`config.mk`:
```
export PLATFORM = sky130hd
export DESIGN_NAME = tron_seq_controller_flat
export DESIGN_NICKNAME = d
export VERILOG_FILES = /design/src/rtl/tron_seq_controller_if.sv /design/src/rtl/tron_seq_controller.sv /design/src/flat_wrapper.sv
export SDC_FILE = /design/constraint.sdc
export NUM_CORES = 1
export LEC_CHECK = 0
export CAP_MARGIN = 20
export CORE_AREA = 2 2 111 113
export DETAILED_ROUTE_END_ITERATION = 8
export DIE_AREA = 0 0 113 115
export PLACE_DENSITY_LB_ADDON = 0.1
export SYNTH_ARGS = -nofsm -noshare
export SYNTH_HDL_FRONTEND = slang
export SYNTH_SLANG_ARGS = --single-unit
export TNS_END_PERCENT = 5
```
`constraint.sdc`:
```
create_clock -name clk -period 3.7 [get_ports clk]
set_input_delay 0.555 -clock clk [delete_from_list [all_inputs] [get_ports clk]]
set_output_delay 0.555 -clock clk [all_outputs]
set_load 0.02 [all_outputs]
```
`src/rtl/tron_seq_controller_if.sv`:
```
// Interface bundling the Tron controller's memory handshakes, decode fields and datapath strobes.
// The controller connects through the master modport; the datapath/memory side uses slave.
interface tron_seq_controller_if #(
    parameter int WIDTH   = 16,
    parameter int REGBITS = 4
);
    logic               stall;
    logic               imemReady;
    logic [15:0]        instruction;
    logic               dmemReady;
    logic               imemReq;
    logic               dmemReq;
    logic               memWrite;
    logic [REGBITS-1:0] regAddA;
    logic [REGBITS-1:0] regAddB;
    logic [WIDTH-1:0]   immediate;
    logic [3:0]         flagOp;
    logic [3:0]         ALUOp;
    logic [1:0]         shiftOp;
    logic [2:0]         busOp;
    logic               immMUX;
    logic               regWrite;
    logic               flagWrite;
    logic               pcAdd;
    logic               pcJump;
    logic               pcBranch;
    logic               fault;
    logic [1:0]         faultCause;

    modport master (
        input  stall, imemReady, instruction, dmemReady,
        output imemReq, dmemReq, memWrite, regAddA, regAddB, immediate,
               flagOp, ALUOp, shiftOp, busOp, immMUX, regWrite, flagWrite,
               pcAdd, pcJump, pcBranch, fault, faultCause
    );

    modport slave (
        output stall, imemReady, instruction, dmemReady,
        input  imemReq, dmemReq, memWrite, regAddA, regAddB, immediate,
               flagOp, ALUOp, shiftOp, busOp, immMUX, regWrite, flagWrite,
               pcAdd, pcJump, pcBranch, fault, faultCause
    );
endinterface

```
`src/rtl/tron_seq_controller.sv`:
```
// Multicycle control FSM for the Tron 16-bit datapath: fetch/data handshakes with wait timeout,
// holding instruction register, illegal-opcode trap and external stall.
module tron_seq_controller #(
    parameter int WIDTH      = 16,
    parameter int REGBITS    = 4,
    parameter int WAIT_LIMIT = 15
) (
    input  logic                  clk,
    input  logic                  reset,
    tron_seq_controller_if.master bus
);
    localparam int         FB        = (REGBITS < 4) ? REGBITS : 4;
    localparam logic [7:0] WAIT_LAST = 8'(WAIT_LIMIT - 1);
    localparam logic [3:0] OP_CMP    = 4'b1011;
    localparam logic [3:0] OP_MOV    = 4'b1101;

    typedef enum logic [3:0] {
        S_FETCH, S_DECODE, S_EXEC_R, S_EXEC_I, S_SHIFT, S_LUI1, S_LUI2,
        S_MEM_LD, S_MEM_ST, S_JAL1, S_JCOND, S_BCOND, S_TRAP
    } state_e;

    state_e           state_q, state_d;
    logic [15:0]      ir_q, ir_d;
    logic [WIDTH-1:0] imm_q, imm_d;
    logic [7:0]       wait_q, wait_d;
    logic             fault_q, fault_d;
    logic [1:0]       cause_q, cause_d;

    logic [3:0] hi, ext, alu_code;
    logic       mem_done;

    assign hi       = ir_q[15:12];
    assign ext      = ir_q[7:4];
    assign alu_code = (state_q == S_EXEC_R) ? ext : hi;
    assign mem_done = bus.dmemReady & ~bus.stall;

    function automatic logic is_alu(input logic [3:0] c);
        return c inside {4'b0101, 4'b1001, 4'b1011, 4'b0001, 4'b0010, 4'b0011, 4'b1101};
    endfunction

    function automatic logic [3:0] alu_fn(input logic [3:0] c);
        logic [3:0] f;
        case (c)
            4'b0101, 4'b1101: f = 4'b0000;
            4'b1001, 4'b1011: f = 4'b1000;
            default:          f = {2'b00, c[1:0]};
        endcase
        return f;
    endfunction

    function automatic state_e decode_target(input logic [3:0] h, input logic [3:0] e);
        state_e t;
        t = S_TRAP;
        case (h)
            4'b0000: if (is_alu(e)) t = S_EXEC_R;
            4'b1111: t = S_LUI1;
            4'b1000: if (e == 4'b0100 || e[3:1] == 3'b000) t = S_SHIFT;
            4'b0100: begin
                case (e)
                    4'b0000: t = S_MEM_LD;
                    4'b0100: t = S_MEM_ST;
                    4'b1000: t = S_JAL1;
                    4'b1100: t = S_JCOND;
                    default: t = S_TRAP;
                endcase
            end
            4'b1100: t = S_BCOND;
            default: if (is_alu(h)) t = S_EXEC_I;
        endcase
        return t;
    endfunction

    always_ff @(posedge clk or posedge reset) begin
        if (reset) begin
            state_q <= S_FETCH;
            ir_q    <= '0;
            imm_q   <= '0;
            wait_q  <= '0;
            fault_q <= 1'b0;
            cause_q <= '0;
        end else begin
            state_q <= state_d;
            ir_q    <= ir_d;
            imm_q   <= imm_d;
            wait_q  <= wait_d;
            fault_q <= fault_d;
            cause_q <= cause_d;
        end
    end

    always_comb begin
        state_d = state_q;
        ir_d    = ir_q;
        imm_d   = imm_q;
        wait_d  = wait_q;
        fault_d = fault_q;
        cause_d = cause_q;
        if (!bus.stall) begin
            case (state_q)
                S_FETCH: begin
                    if (bus.imemReady) begin
                        ir_d    = bus.instruction;
                        state_d = S_DECODE;
                    end
                end
                S_DECODE: begin
                    if (hi inside {4'b0101, 4'b1001, 4'b1011, 4'b1100})
                        imm_d = {{(WIDTH-8){ir_q[7]}}, ir_q[7:0]};
                    else if (hi == 4'b1000 && ext[3:1] == 3'b000)
                        imm_d = {{(WIDTH-4){1'b0}}, ir_q[3:0]};
                    else
                        imm_d = {{(WIDTH-8){1'b0}}, ir_q[7:0]};
                    state_d = decode_target(hi, ext);
                    if (state_d == S_TRAP) begin
                        fault_d = 1'b1;
                        cause_d = 2'b01;
                    end
                end
                S_LUI1: begin
                    imm_d   = WIDTH'(8);
                    state_d = S_LUI2;
                end
                S_JAL1: state_d = S_JCOND;
                // Ready is tested before the limit so a completion on the last allowed cycle wins.
                S_MEM_LD, S_MEM_ST: begin
                    if (bus.dmemReady) begin
                        wait_d  = '0;
                        state_d = S_FETCH;
                    end else if (wait_q == WAIT_LAST) begin
                        wait_d  = '0;
                        fault_d = 1'b1;
                        cause_d = 2'b10;
                        state_d = S_TRAP;
                    end else begin
                        wait_d = wait_q + 8'd1;
                    end
                end
                S_TRAP:  state_d = S_TRAP;
                default: state_d = S_FETCH;
            endcase
        end
    end

    assign bus.regAddA    = REGBITS'(ir_q[FB-1:0]);
    assign bus.regAddB    = REGBITS'(ir_q[8+FB-1:8]);
    assign bus.immediate  = imm_q;
    assign bus.fault      = fault_q;
    assign bus.faultCause = cause_q;

    always_comb begin
        bus.imemReq   = 1'b0;
        bus.dmemReq   = 1'b0;
        bus.memWrite  = 1'b0;
        bus.flagOp    = 4'b0000;
        bus.ALUOp     = 4'b0000;
        bus.shiftOp   = 2'b00;
        bus.busOp     = 3'b000;
        bus.immMUX    = 1'b0;
        bus.regWrite  = 1'b0;
        bus.flagWrite = 1'b0;
        bus.pcAdd     = 1'b0;
        bus.pcJump    = 1'b0;
        bus.pcBranch  = 1'b0;
        case (state_q)
            S_FETCH: bus.imemReq = 1'b1;
            S_EXEC_R, S_EXEC_I: begin
                bus.immMUX    = (state_q == S_EXEC_I);
                bus.regWrite  = (alu_code != OP_CMP);
                bus.flagWrite = (alu_code != OP_MOV);
                bus.pcAdd     = 1'b1;
                bus.ALUOp     = alu_fn(alu_code);
                if (alu_code == OP_MOV) bus.busOp = 3'b010;
            end
            S_SHIFT: begin
                bus.busOp    = 3'b001;
                bus.regWrite = 1'b1;
                bus.pcAdd    = 1'b1;
                if (ext != 4'b0100) begin
                    bus.immMUX  = 1'b1;
                    bus.shiftOp = {1'b0, ir_q[4]};
                end
            end
            S_LUI1: begin
                bus.immMUX   = 1'b1;
                bus.busOp    = 3'b010;
                bus.regWrite = 1'b1;
            end
            S_LUI2: begin
                bus.immMUX   = 1'b1;
                bus.busOp    = 3'b001;
                bus.regWrite = 1'b1;
                bus.pcAdd    = 1'b1;
            end
            S_MEM_LD: begin
                bus.dmemReq = 1'b1;
                if (mem_done) begin
                    bus.busOp    = 3'b011;
                    bus.regWrite = 1'b1;
                    bus.pcAdd    = 1'b1;
                end
            end
            S_MEM_ST: begin
                bus.dmemReq  = 1'b1;
                bus.memWrite = 1'b1;
                bus.busOp    = 3'b101;
                bus.pcAdd    = mem_done;
            end
            S_JAL1: begin
                bus.regWrite = 1'b1;
                bus.busOp    = 3'b100;
                bus.pcAdd    = 1'b1;
                bus.flagOp   = 4'b1111;
            end
            S_JCOND: begin
                bus.pcJump = 1'b1;
                bus.flagOp = ir_q[11:8];
            end
            S_BCOND: begin
                bus.pcBranch = 1'b1;
                bus.immMUX   = 1'b1;
                bus.flagOp   = ir_q[11:8];
            end
            default: ;
        endcase
        // Reset gating makes the request/strobes fall asynchronously, not just at the next edge.
        if (reset || bus.stall) begin
            bus.imemReq   = 1'b0;
            bus.dmemReq   = 1'b0;
            bus.memWrite  = 1'b0;
            bus.regWrite  = 1'b0;
            bus.flagWrite = 1'b0;
            bus.pcAdd     = 1'b0;
            bus.pcJump    = 1'b0;
            bus.pcBranch  = 1'b0;
        end
    end
endmodule
```
`src/flat_wrapper.sv`:
```
// flat-port wrapper written by rule: the top's interface ports become plain ports
module tron_seq_controller_flat 
#(
    parameter int WIDTH      = 16,
    parameter int REGBITS    = 4,
    parameter int WAIT_LIMIT = 15
)
  (clk, reset, bus_stall, bus_imemReady, bus_instruction, bus_dmemReady, bus_imemReq, bus_dmemReq, bus_memWrite, bus_regAddA, bus_regAddB, bus_immediate, bus_flagOp, bus_ALUOp, bus_shiftOp, bus_busOp, bus_immMUX, bus_regWrite, bus_flagWrite, bus_pcAdd, bus_pcJump, bus_pcBranch, bus_fault, bus_faultCause);
  tron_seq_controller_if #(.WIDTH(WIDTH), .REGBITS(REGBITS)) bus_i ();
  input  logic clk;
  input  logic reset;
  input wire logic [$bits(bus_i.stall)-1:0] bus_stall;
  input wire logic [$bits(bus_i.imemReady)-1:0] bus_imemReady;
  input wire logic [$bits(bus_i.instruction)-1:0] bus_instruction;
  input wire logic [$bits(bus_i.dmemReady)-1:0] bus_dmemReady;
  output wire logic [$bits(bus_i.imemReq)-1:0] bus_imemReq;
  output wire logic [$bits(bus_i.dmemReq)-1:0] bus_dmemReq;
  output wire logic [$bits(bus_i.memWrite)-1:0] bus_memWrite;
  output wire logic [$bits(bus_i.regAddA)-1:0] bus_regAddA;
  output wire logic [$bits(bus_i.regAddB)-1:0] bus_regAddB;
  output wire logic [$bits(bus_i.immediate)-1:0] bus_immediate;
  output wire logic [$bits(bus_i.flagOp)-1:0] bus_flagOp;
  output wire logic [$bits(bus_i.ALUOp)-1:0] bus_ALUOp;
  output wire logic [$bits(bus_i.shiftOp)-1:0] bus_shiftOp;
  output wire logic [$bits(bus_i.busOp)-1:0] bus_busOp;
  output wire logic [$bits(bus_i.immMUX)-1:0] bus_immMUX;
  output wire logic [$bits(bus_i.regWrite)-1:0] bus_regWrite;
  output wire logic [$bits(bus_i.flagWrite)-1:0] bus_flagWrite;
  output wire logic [$bits(bus_i.pcAdd)-1:0] bus_pcAdd;
  output wire logic [$bits(bus_i.pcJump)-1:0] bus_pcJump;
  output wire logic [$bits(bus_i.pcBranch)-1:0] bus_pcBranch;
  output wire logic [$bits(bus_i.fault)-1:0] bus_fault;
  output wire logic [$bits(bus_i.faultCause)-1:0] bus_faultCause;
  assign bus_i.stall = bus_stall;
  assign bus_i.imemReady = bus_imemReady;
  assign bus_i.instruction = bus_instruction;
  assign bus_i.dmemReady = bus_dmemReady;
  assign bus_imemReq = bus_i.imemReq;
  assign bus_dmemReq = bus_i.dmemReq;
  assign bus_memWrite = bus_i.memWrite;
  assign bus_regAddA = bus_i.regAddA;
  assign bus_regAddB = bus_i.regAddB;
  assign bus_immediate = bus_i.immediate;
  assign bus_flagOp = bus_i.flagOp;
  assign bus_ALUOp = bus_i.ALUOp;
  assign bus_shiftOp = bus_i.shiftOp;
  assign bus_busOp = bus_i.busOp;
  assign bus_immMUX = bus_i.immMUX;
  assign bus_regWrite = bus_i.regWrite;
  assign bus_flagWrite = bus_i.flagWrite;
  assign bus_pcAdd = bus_i.pcAdd;
  assign bus_pcJump = bus_i.pcJump;
  assign bus_pcBranch = bus_i.pcBranch;
  assign bus_fault = bus_i.fault;
  assign bus_faultCause = bus_i.faultCause;
  tron_seq_controller #(.WIDTH(WIDTH), .REGBITS(REGBITS), .WAIT_LIMIT(WAIT_LIMIT)) u_core (.clk(clk), .reset(reset), .bus(bus_i));
endmodule
```
==> results.md <==
- Run status: finished, violations left
- Failing checks: DRC
- Core box area: 11800 um^2
- Critical Path Source Type: register
- Ports: 70
- Vias per cell: 4.87
- TritonCTS clock tree: done
- Number of global-route vias before repair: 2364
- Pwr/cell area: 907 nW/um^2
- Post-synthesis mux area share: 7.48%
- Leading area contributor after synthesis: dfrtp_1
- CP max FO: 8
- Leading cell type in the layout, fill and taps excluded: clkdlybuf4s50_1
- Main combinational cell family by area after synthesis: compound AO/OA/AOI/OAI gates
- Area Growth Syn to Fin: 31.5%
- Commonest cells after routing, fill and taps aside: clkdlybuf4s50_1, dfrtp_1, nand2_1
- Post-synthesis compound-gate area fraction: 21.8%
- Top-area cell type share of the netlist area: 37.4%
- Crit end category: output port
- CP arrival: 2.52 ns
- Worst Hold Path Cells: 1
- Number of flops mapped to enable cells by yosys: 0
- Async S/R FF share, synth: 100%
- Final ANT Viol Nets: 0
- HP Start: u_core.bus.fault
- Cts bufs inserted: 5
- Crit path from: u_core.state_q[2]
- Mapped Avg Cell Area: 8.83 um^2
- Largest net degree at the start of global routing: 30
- Post-CTS Setup Bufs: 0
- Cell count after synthesis: 303
- Htree depth: 2
- Die height: 115 um
- Post-CTS sizing: 0
- Initial DRC count: 111
- Maxcap violations: 0
- Fraction of layout cells with a size suffix above 1: 13.5%
- Min Tclk post-route: 3.07 ns
- Clock Root Buffer: clkbuf_16
- Ys flop type: dfrtp_1
- Max Slew Vio Count: 0
- Worst r2r src: u_core.ir_q[4]
- Antenna violations before repair: 0
- Peak supply drop: 317 uV
- Post-synthesis xor/xnor area fraction: 0%
- Post-DP HPWL: 5770 um
- FF-to-FF End: u_core.bus.faultCause[0]
- WL final: 7970 um
- Path depth of the worst reg2reg path: 6
- Clk sinks: 40
- First-pass GRT wire length: 12800 um
- Hold path endpoint: u_core.bus.fault
- Clk buf depth: 2
- RSZ-0062 raised after global routing: false
- Die area: 13000 um^2
- GR Util All Layers: 12.4%
- Yosys warnings: 0
- Nets: 370
- Post-synthesis simple-gate area fraction: 21.4%
- R2R Setup Slk: 1.63 ns
- Pleak: 1.39 nW
- Worst path required time: 3.14 ns
- Setup_tns: 0 ns
- Worst-Skew Late Latency: 0.29 ns
- # DRC: 1
- Cell variety after synth: 57
- RePlAce Congestion: 0.865
- Slew Limit Headroom: 51.9%
- Die Wd: 113 um
- Top post-synthesis cells by area: dfrtp_1, mux2_2, buf_4, nand2_1, nor2_1
- CTS clock-pin slew for the worst setup and hold paths: 0.06 ns
- Fmax: 0.325 GHz
- Adder-cell share of the synthesized area: 0.935%
- Fin crit share: 83.1%
- Mapped cell area: 2680 um^2
- Final Power: 0.00319 W
- Row cnt: 40
- Initial Utilization: 22.7%
- Diode count: 0
- Post-synthesis sequential area ratio: 37.4%
- Vias: 2412
- Measured slew at the worst slew-check pin: 0.720 ns
- Synthesized flop and latch total: 40
- # setup viols final: 0
- CTS Hold Bufs: 0
- CP Class: reg -> out
- Router iterations before antenna repair: 6
- Port bufs: 67
- FILL cells: 1258
- Worst Skew: 0.00647 ns
- WL/cell: 16.1 um
- Final Hold Viols: 0
- Grt ovf: 0
- Hold WC Path Type: reg -> reg
critical path, cell delays in order, from the launching register on:
cell	delay, ns
dfrtp_1	0.38
nor2_1	0.28
and3_1	0.38
nor3_1	0.09
a21oi_1	0.20
o21ai_0	0.13
a21oi_1	0.15
clkdlybuf4s50_1	0.63
routing by layer:
metal  routed length (um)  up-vias  global-route usage, %
li1                     -     1152                      -
met1                 3700     1188                   16.6
met2                 3780       63                   19.9
met3                  370        9                   2.85
met4                  121        0                   3.82
met5                    0        -                      0
kinds of logic (layout without fill, tap and decap cells):
kind of cell	after synthesis	count (layout)
AND/OR/NAND/NOR	107	107
AO/OA/AOI/OAI	85	85
buffers and inverters	50	94
flip-flops	40	40
multiplexers	18	18
adder cells (fa/ha/maj)	2	2
other	1	2
synthesized netlist by cell type (2+ instances only):
library cell   n
buf_6          3
or3_1          4
a32o_1         2
a32oi_1        2
o21ai_1       10
nand2_1       28
dfrtp_1       40
a21o_1         2
nand3_1        6
nor3_2         2
buf_2         10
nand2b_1       4
mux2_2        16
o21ai_0       16
and3_1         4
and2_1         4
clkbuf_1       7
o22ai_1        3
a211oi_1       2
o31ai_1        6
ha_1           2
nor2_1        27
o211ai_1       2
nor2b_1        6
a21oi_1       17
and4_1         2
a22o_1         8
nand4_1        3
nor2_4         2
nor4_1         2
a221oi_2       2
inv_1         11
mux2i_1        2
buf_4         18
nor3_1         6
worst max-delay path by stage:
stage	to	slack (ns)	cells after the start
4_1_cts	bus_regWrite	0.63	7
3_3_place_gp	bus_pcAdd	0.75	5
6_report	bus_regWrite	0.63	7
5_1_grt	bus_regWrite	0.48	7
3_5_place_dp	bus_regWrite	0.74	6
2_1_floorplan	bus_pcAdd	1.34	6
cell type report:
class / instances / area, um^2 / share of cell area (%)
Clock inverter: 2 / 38.8 / 1.10
Sequential cell: 40 / 1000 / 28.4
Inverter: 12 / 45.0 / 1.28
Multi-Input combinational cell: 214 / 1390 / 39.5
Clock buffer: 6 / 139 / 3.95
Timing Repair Buffer: 74 / 723 / 20.5
Tap cell: 147 / 184 / 5.23
per-stage QoR:
stage          hold slack (ns)  setup WS [ns]  cells  util (%)  area, um^2
6_report                 0.474          0.626    495      29.8        3520
3_3_place_gp             0.462          0.747    487      28.3        3340
3_5_place_dp             0.460          0.738    487      28.3        3340
5_1_grt                  0.527          0.479    495      29.8        3520
4_1_cts                  0.479          0.634    495      29.8        3520
2_1_floorplan            0.467           1.34    304         -        2680
registers in the layout (all words and copies together) (netlist names):
signal                 flops
u_core.ir_q               16
u_core.bus.immediate       9
u_core.wait_q              8
u_core.state_q             4
u_core.bus.faultCause      2
u_core.bus.fault           1
report_power, final:
group          switching [W]  internal, W
clock network       0.000187     0.000338
registers           0.000267     0.000627
logic               0.000975     0.000798
(Power assumes the default switching activity.)
